<file path="config.mk">
export PLATFORM = sky130hd
export DESIGN_NAME = serial_program_loader
export DESIGN_NICKNAME = d
export VERILOG_FILES = /design/src/rtl/serial_program_loader.sv
export SDC_FILE = /design/constraint.sdc
export NUM_CORES = 1
export LEC_CHECK = 0
export ABC_AREA = 1
export CORE_ASPECT_RATIO = 1.75
export CORE_MARGIN = 4
export CORE_UTILIZATION = 58
export CTS_CLUSTER_DIAMETER = 150
export DETAILED_ROUTE_END_ITERATION = 10
export GPL_TIMING_DRIVEN = 1
export PLACE_DENSITY = 0.79
export REMOVE_ABC_BUFFERS = 1
export SYNTH_ARGS = -nofsm -noshare
export SYNTH_HDL_FRONTEND = slang
export SYNTH_SLANG_ARGS = --single-unit
</file>
<file path="constraint.sdc">
create_clock -name clk_i -period 2.7 [get_ports clk_i]
set_clock_uncertainty 0.1 [all_clocks]
set_input_delay 0.81 -clock clk_i [delete_from_list [all_inputs] [get_ports clk_i]]
set_output_delay 0.81 -clock clk_i [all_outputs]
set_load 0.01 [all_outputs]
</file>
<file path="src/rtl/serial_program_loader.sv">
// Boot loader: receives an 8N1 serial program image and writes it into instruction memory
// from address 0, then runs the processor until it halts and re-arms for the next image.
module serial_program_loader #(
    parameter int unsigned CLKS_PER_BIT = 16,
    parameter int unsigned ADDR_W       = 13,
    parameter int unsigned MAX_WORDS    = 8192
) (
    input  logic              clk_i,
    input  logic              rst_ni,
    input  logic              rx_i,
    input  logic              hlt_i,
    output logic              mem_we_o,
    output logic [ADDR_W-1:0] mem_addr_o,
    output logic [15:0]       mem_wdata_o,
    output logic              start_o,
    output logic              loading_o,
    output logic              err_o
);

    localparam int unsigned TimerW = $clog2(CLKS_PER_BIT);
    localparam logic [TimerW-1:0] HalfBit = TimerW'(CLKS_PER_BIT / 2 - 1);
    localparam logic [TimerW-1:0] FullBit = TimerW'(CLKS_PER_BIT - 1);

    typedef enum logic [1:0] {RIdle, RStart, RData, RStop} rx_state_e;
    typedef enum logic [2:0] {LCntHi, LCntLo, LDataHi, LDataLo, LRun, LErr} ld_state_e;

    logic              rx_meta_q, rx_sync_q;
    rx_state_e         rx_state_q;
    logic [TimerW-1:0] timer_q;
    logic [2:0]        bit_cnt_q;
    logic [7:0]        shift_q;
    logic              byte_valid_q, frame_err_q;

    ld_state_e         ld_state_q;
    logic [15:0]       count_q;
    logic [15:0]       addr_q;
    logic [7:0]        hi_q;
    logic              mem_we_q, start_q, loading_q, err_q;
    logic [ADDR_W-1:0] mem_addr_q;
    logic [15:0]       mem_wdata_q;

    logic [15:0]       new_count;
    logic              count_bad;
    logic              last_word;

    always_ff @(posedge clk_i or negedge rst_ni) begin
        if (!rst_ni) begin
            rx_meta_q <= 1'b1;
            rx_sync_q <= 1'b1;
        end else begin
            rx_meta_q <= rx_i;
            rx_sync_q <= rx_meta_q;
        end
    end

    // Byte receiver: samples mid-bit, emits a one-cycle byte_valid or frame_err pulse.
    always_ff @(posedge clk_i or negedge rst_ni) begin
        if (!rst_ni) begin
            rx_state_q   <= RIdle;
            timer_q      <= '0;
            bit_cnt_q    <= '0;
            shift_q      <= '0;
            byte_valid_q <= 1'b0;
            frame_err_q  <= 1'b0;
        end else begin
            byte_valid_q <= 1'b0;
            frame_err_q  <= 1'b0;
            unique case (rx_state_q)
                RIdle: begin
                    if (!rx_sync_q) begin
                        rx_state_q <= RStart;
                        timer_q    <= '0;
                    end
                end
                RStart: begin
                    if (timer_q == HalfBit) begin
                        timer_q    <= '0;
                        bit_cnt_q  <= '0;
                        rx_state_q <= rx_sync_q ? RIdle : RData;
                    end else begin
                        timer_q <= timer_q + 1'b1;
                    end
                end
                RData: begin
                    if (timer_q == FullBit) begin
                        timer_q   <= '0;
                        shift_q   <= {rx_sync_q, shift_q[7:1]};
                        bit_cnt_q <= bit_cnt_q + 1'b1;
                        if (bit_cnt_q == 3'd7) rx_state_q <= RStop;
                    end else begin
                        timer_q <= timer_q + 1'b1;
                    end
                end
                RStop: begin
                    if (timer_q == FullBit) begin
                        timer_q      <= '0;
                        rx_state_q   <= RIdle;
                        byte_valid_q <= rx_sync_q;
                        frame_err_q  <= ~rx_sync_q;
                    end else begin
                        timer_q <= timer_q + 1'b1;
                    end
                end
                default: rx_state_q <= RIdle;
            endcase
        end
    end

    assign new_count = {count_q[15:8], shift_q};
    assign count_bad = (new_count == 16'd0) || ({16'd0, new_count} > 32'(MAX_WORDS));
    assign last_word = (addr_q == count_q - 16'd1);

    always_ff @(posedge clk_i or negedge rst_ni) begin
        if (!rst_ni) begin
            ld_state_q  <= LCntHi;
            count_q     <= '0;
            addr_q      <= '0;
            hi_q        <= '0;
            mem_we_q    <= 1'b0;
            mem_addr_q  <= '0;
            mem_wdata_q <= '0;
            start_q     <= 1'b0;
            loading_q   <= 1'b0;
            err_q       <= 1'b0;
        end else begin
            mem_we_q <= 1'b0;
            if (frame_err_q && ld_state_q != LRun) begin
                ld_state_q <= LErr;
                err_q      <= 1'b1;
                start_q    <= 1'b0;
                loading_q  <= 1'b0;
            end else begin
                unique case (ld_state_q)
                    LCntHi: begin
                        if (byte_valid_q) begin
                            count_q[15:8] <= shift_q;
                            loading_q     <= 1'b1;
                            ld_state_q    <= LCntLo;
                        end
                    end
                    LCntLo: begin
                        if (byte_valid_q) begin
                            count_q[7:0] <= shift_q;
                            addr_q       <= '0;
                            if (count_bad) begin
                                ld_state_q <= LErr;
                                err_q      <= 1'b1;
                                loading_q  <= 1'b0;
                            end else begin
                                ld_state_q <= LDataHi;
                            end
                        end
                    end
                    LDataHi: begin
                        if (byte_valid_q) begin
                            hi_q       <= shift_q;
                            ld_state_q <= LDataLo;
                        end
                    end
                    LDataLo: begin
                        if (byte_valid_q) begin
                            mem_we_q    <= 1'b1;
                            mem_addr_q  <= addr_q[ADDR_W-1:0];
                            mem_wdata_q <= {hi_q, shift_q};
                            addr_q      <= addr_q + 16'd1;
                            if (last_word) begin
                                ld_state_q <= LRun;
                                loading_q  <= 1'b0;
                            end else begin
                                ld_state_q <= LDataHi;
                            end
                        end
                    end
                    LRun: begin
                        if (hlt_i) begin
                            start_q    <= 1'b0;
                            ld_state_q <= LCntHi;
                        end else begin
                            start_q <= 1'b1;
                        end
                    end
                    LErr: begin
                        err_q     <= 1'b1;
                        start_q   <= 1'b0;
                        loading_q <= 1'b0;
                    end
                    default: ld_state_q <= LErr;
                endcase
            end
        end
    end

    assign mem_we_o    = mem_we_q;
    assign mem_addr_o  = mem_addr_q;
    assign mem_wdata_o = mem_wdata_q;
    assign start_o     = start_q;
    assign loading_o   = loading_q;
    assign err_o       = err_q;

endmodule

</file>
==> flow_summary.json <==
{
  "outcome": "finished, final reports clean",
  "hold_path_end": "rx_sync_q",
  "clk_transition_reported_paths_ns": 0.07,
  "dp_hpwl_um": 7907,
  "worstMarginPinSlew_ns": 0.6695,
  "startpoint_type": "register",
  "final_cell_mix": "nand2_1 (175), dfrtp_1 (95), o21ai_0 (71)",
  "rows": 43,
  "synthCells": 598,
  "die_y_um": 128.1,
  "syn_area_um2": 4777,
  "yosysWarnings": 0,
  "cts_tree": "done",
  "htreeDepth": 3,
  "routed_wl_um": 10550,
  "cp_slowest_stage_delay_ns": 0.41,
  "drt-initial-drc-count": 240,
  "r2r-start": "count_q[0]",
  "p_int_mw": 2.296,
  "wire_per_inst_um": 14.33,
  "die-area_um2": 9810,
  "hold_start": "rx_meta_q",
  "syn_avg_cell_area_um2": 7.988,
  "hold_class": "register to register",
  "dr_wl_met3_um": 323,
  "vdd_ir_drop_max_v": 0.0004849,
  "dpl.cell_count": 721,
  "drive_above_1_share_pct": 7.585,
  "top_layer_used": "met4",
  "ys_seq_elements": 97,
  "path_common_cell": "nand2_1",
  "finalSetupViolCount": 0,
  "hold_violations": 0,
  "layout_commonest_cell": "nand2_1",
  "path_class": "register to register",
  "start_util_pct": 59.99,
  "cts_inserted_buffers": 9,
  "antenna_found_initial": 0,
  "grt-ovfl-total": 0,
  "insertion_delay_ns": 0.35,
  "fillers": 674,
  "diodes": 0,
  "period_share_pct": 83.18,
  "viasPerCell": 5.406,
  "r2r-end": "loading_o",
  "rr_worst_depth": 12,
  "ys_seq_area_share_pct": 50.86,
  "cp_slowest_cell": "dfrtp_1",
  "clock-sinks": 97,
  "crit_buf_inv": 1,
  "fin_tns_setup_ns": 0,
  "wl_met1_um": 4356,
  "firstDrtPassIters": 5,
  "leakagePower_nw": 2.725,
  "core-area_um2": 7963,
  "grt_max_degree": 46,
  "pwr_density_cell_nw_per_um2": 547.9,
  "grt_usage_pct": 23.26,
  "fmax_mhz": 445.2,
  "path_delay_family": "simple AND/OR/NAND/NOR gates",
  "hold_buffers": 0,
  "cts_resized": 0,
  "cp_max_fo": 5,
  "portBuffers": 36,
  "synth_cell_types": 38,
  "critPathArrivalTime_ns": 2.36,
  "drc_errors": 0,
  "cp_cell_sequence": "inv_1, ha_1, nand2_1, nor2_1, xor2_1, nand3_1, nor3_1, nand2_1, nand3_1, nand2_1, nand2_1, nand2_1",
  "synthFlopType": "dfrtp_1",
  "combPwrFrac_pct": 8.0,
  "cts-root-buf": "clkbuf_16",
  "hold_depth": 0,
  "synth-edff-count": 0,
  "cts_setup_buffers": 0,
  "clockPowerShare_pct": 41.2,
  "cp.required_ns": 2.81,
  "fp.dieW_um": 76.61,
  "pwr-share-seq_pct": 50.7,
  "cap_violations": 0,
  "grt_pass1_vias": 4010,
  "drv_slew": 0,
  "vias": 3979,
  "synth-async-reset-ratio_pct": 100.0,
  "num-nets-final": 651,
  "sw_frac_of_total_pct": 24.68,
  "critPathCaptureType": "register",
  "rsz0062_at_grt": "false",
  "p_switching_mw": 0.7522,
  "ioPinCount": 37,
  "met2_length_um": 5428,
  "clock_path_buffers": 2,
  "fin_crit_ns": 2.246,
  "grt_pass1_wl_um": 18110,
  "ant_nets": 0,
  "gp_congestion": 0.9191,
  "area_growth_pct": 16.45,
  "final_cell_count_no_fill": 736,
  "relSlewSlack_pct": 55.23,
  "r2r_slack_ns": 0.45
}
registers in the layout (all words and copies together), names as in the netlist, 3 cells and up, named ones only:
name         count
mem_addr_o      13
shift_q          8
ld_state_q       3
count_q         16
bit_cnt_q        3
hi_q             8
timer_q          4
mem_wdata_o     16
addr_q          16
cells in the mapped netlist (all sizes together), types with 2 or more instances:
cell type / n / share of area, %
o21ai: 71 / 7.4
nor2: 63 / 5.9
o31ai: 3 / 0.47
inv: 75 / 5.9
o21bai: 3 / 0.47
buf: 5 / 0.52
nand4: 8 / 1.0
nor3: 10 / 1.2
xnor2: 6 / 1.1
dfstp: 2 / 1.1
nand3b: 5 / 0.79
dfrtp: 95 / 50
xor2: 9 / 1.7
ha: 5 / 1.3
clkbuf: 6 / 0.47
nand3: 25 / 2.7
a21oi: 14 / 1.5
nand2: 179 / 14
power by group through the flow:
stage                     Clock (mW)  Sequential (mW)  Combinational [mW]
after detailed placement           0             1.57               0.247
after CTS                       1.28             1.54               0.246
after floorplan                    0             1.56               0.165
final                           1.26             1.55               0.245
after global routing            1.34             1.55               0.287
after global placement             0             1.57               0.225
worst register-to-register path, delay by kind of cell (launching register included):
kind / cells / cell delay [ns]
xor gates and xnor gates: 1 / 0.22
adders and majority gates: 1 / 0.24
buffers and inverters: 1 / 0.14
DFF: 1 / 0.41
and+or+nand+nor: 9 / 1.00
cell type report:
type | count | area, um2 | share of cell area [%]
Sequential cell | 97 | 2430 | 43.68
Multi-Input combinational cell | 414 | 2014 | 36.21
Inverter | 76 | 285.3 | 5.128
Tap cell | 90 | 112.6 | 2.024
Clock inverter | 6 | 65.06 | 1.170
Clock buffer | 9 | 225.2 | 4.049
Timing Repair Buffer | 44 | 430.4 | 7.737
metrics by stage:
| step | util (%) | setup WS (ns) | hold slack, ns | total power [mW] | area [um2] |
|---|---|---|---|---|---|
| 2_1_floorplan | - | 0.3733 | 0.2452 | 1.725 | 4730 |
| 3_3_place_gp | 66.22 | 0.5650 | 0.2464 | 1.792 | 5273 |
| 3_5_place_dp | 66.22 | 0.5334 | 0.2507 | 1.817 | 5273 |
| 4_1_cts | 69.86 | 0.5121 | 0.2603 | 3.069 | 5563 |
| 5_1_grt | 69.86 | 0.2336 | 0.2652 | 3.178 | 5563 |
| 6_report | 69.86 | 0.4540 | 0.2585 | 3.048 | 5563 |
logic make-up (layout without fill, tap and decap cells):
family / after synthesis / after routing / synth area share, %
AOI/OAI and AO/OA: 101 / 101 / 11.71
muxes: 1 / 1 / 0.2095
and+or+nand+nor: 292 / 292 / 26.19
adders and majority gates: 5 / 5 / 1.310
DFF: 97 / 97 / 50.86
xor gates and xnor gates: 15 / 15 / 2.750
buffers and inverters: 87 / 135 / 6.967
routing by layer:
| layer | global-route usage, % | vias up |
|---|---|---|
| met5 | 0 | - |
| met4 | 14.73 | 0 |
| met3 | 3.235 | 30 |
| met2 | 40.49 | 84 |
| met1 | 26.85 | 1875 |
| li1 | - | 1990 |
worst max-delay path by stage:
stage,startpoint,end,depth (start not counted)
final,count_q[0],loading_o,12
after global routing,count_q[0],ld_state_q[1],15
after CTS,count_q[0],loading_o,12
after detailed placement,count_q[0],loading_o,12
after global placement,hlt_i,ld_state_q[2],7
after floorplan,ld_state_q[1],mem_addr_o[0],8
Power figures use the tool's default switching activity.
==> RTL change: new RTL, same settings <==
Register the output `start_o` once more, cleared by the reset; this adds one clock of latency there. The other outputs are not delayed to match.
--- a/src/rtl/serial_program_loader.sv
+++ b/src/rtl/serial_program_loader.sv
@@ -194,5 +194,11 @@
     assign mem_addr_o  = mem_addr_q;
     assign mem_wdata_o = mem_wdata_q;
-    assign start_o     = start_q;
+    always_ff @(posedge clk_i or negedge rst_ni) begin
+        if (!rst_ni) begin
+            start_o <= '0;
+        end else begin
+            start_o <= start_q;
+        end
+    end
     assign loading_o   = loading_q;
     assign err_o       = err_q;
Behaviour: same outputs for any inputs over 10 cycles, from zero or initial values and one cycle with rst_ni low; that may be too few to reach the edited logic, so the function may still have changed.
==> RTL change against the original RTL <==
  * Fmax increased by 4.2%
  * Area after synthesis increased by 0.52%
  * Synthesized cell count increased by 0.17%
  * Via count increased by 0.23%
  * Non-clock buffer count unchanged
  * Worst setup slack improved by 91 ps
  * Sequential cell count increased by 1
  * Power decreased by 1.9%
  * Largest power group unchanged
  * Design area increased by 0.13%
  * Wire length increased by 0.13%
==> RTL change: results (changes against the original RTL) <==
- The HPWL after detailed placement was 7.941 mm (+0.42%).
- The via count of the first global-routing pass came to 3854 (-3.9%).
- The share of async-settable or async-resettable flops after synthesis is 1.000 (unchanged).
* Highest net fanout along the worst path: 2 (-3)
- The violation count after the first detailed-routing iteration was 236 (-1.7%).
- The maximum number of pins on one net before global-route repair came to 39 (-15%).
- Commonest cells in the netlist: sky130_fd_sc_hd__nand2_1 (175), sky130_fd_sc_hd__dfrtp_1 (96), sky130_fd_sc_hd__o21ai_0 (71)
- Root cell of the clock tree: sky130_fd_sc_hd__clkbuf_16
* GRT Overall Usage: 0.2338 (+0.001264)
* Part of the Yosys area used for sequential elements: 0.5112 (+0.002560)
- The data arrival time of the worst path was 1250 ps (-1110 ps).
- Worst flop-to-flop path startpoint: ld_state_q[1]$_DFFE_PN0P_
* Capture instance of the worst register-to-register path: addr_q[8]$_DFFE_PN0P_
* Status: finished clean
* Final Routed Wirelength: 10.56 mm (+0.13%)
- Standard cell with the maximum stage delay on the critical path: sky130_fd_sc_hd__clkdlybuf4s50_1
- Filler-free cell count of the finished design: 738 (+0.27%)
- The critical path ends at mem_wdata_o[1].
- The post-placement cell count was 722 (+0.14%).
- Via count: 3988 (+0.23%)
- In this run the worst setup path begins at mem_wdata_o[1]$_DFFE_PN0P_.
- The number of filler cells placed in the layout is 641 (-4.9%).
* Peak supply drop: 0.0005085 V (+4.9%)
* Final weighted congestion of routability-driven global placement: 0.8638 (-6.0%)
- Wire length of the first global-routing pass: 18.15 mm (+0.23%)
* Type of the tightest min-delay check: reg -> reg
- Net count reported at finish: 652 (+0.15%)
- Gate family responsible for the most delay along the worst path: buffers and inverters
* Leakage power of the design: 2.729 nW (+0.13%)
- The synthesized instance count was 599 (+0.17%).
RTL change: cell count changes after synthesis, sizes merged:
cell,before,now
dfrtp,95,96
RTL change: logic make-up after synthesis:
family,synth area share
AO/OA/AOI/OAI,0.1165
buffers and inverters,0.06931
multiplexers,0.002085
adder cells (fa/ha/maj),0.01303
flip-flops,0.5112
XOR/XNOR,0.02736
AND/OR/NAND/NOR,0.2606
RTL change: layout make-up:
type / instances / area [µm²] / share of cell area
Inverter: 76 / 285.3 / 0.05121
Clock inverter: 4 / 26.28 / 0.004717
Clock buffer: 12 / 246.5 / 0.04425
Sequential cell: 98 / 2455 / 0.4407
Tap cell: 90 / 112.6 / 0.02022
Timing Repair Buffer: 44 / 430.4 / 0.07727
Multi-Input combinational cell: 414 / 2014 / 0.3616
RTL change: report_power, final:
group / internal, mW / leakage, nW / switching (mW) / total, mW
registers: 1.51 / 1.34 / 0.0462 / 1.56
clock network: 0.651 / 0.133 / 0.536 / 1.19
logic: 0.0825 / 1.26 / 0.159 / 0.242
total: 2.25 / 2.73 / 0.742 / 2.99
RTL change: layer usage:
layer  global-route usage  wire length (µm)  vias up
li1                     -                 -     2008
met3              0.03571               301       23
met2               0.4157              5553       93
met5                    0                 0        -
met1               0.2764              4349     1864
met4               0.1110               357        0
RTL change: metrics by stage:
stage | worst slack [ps] | utilization | cell area [µm²]
after floorplan | 373.3 | - | 4755
after global placement | 605.6 | 0.6608 | 5298
after detailed placement | 573.3 | 0.6608 | 5298
after CTS | 531.3 | 0.6949 | 5570
after global routing | 324.9 | 0.6949 | 5570
final | 544.9 | 0.6949 | 5570
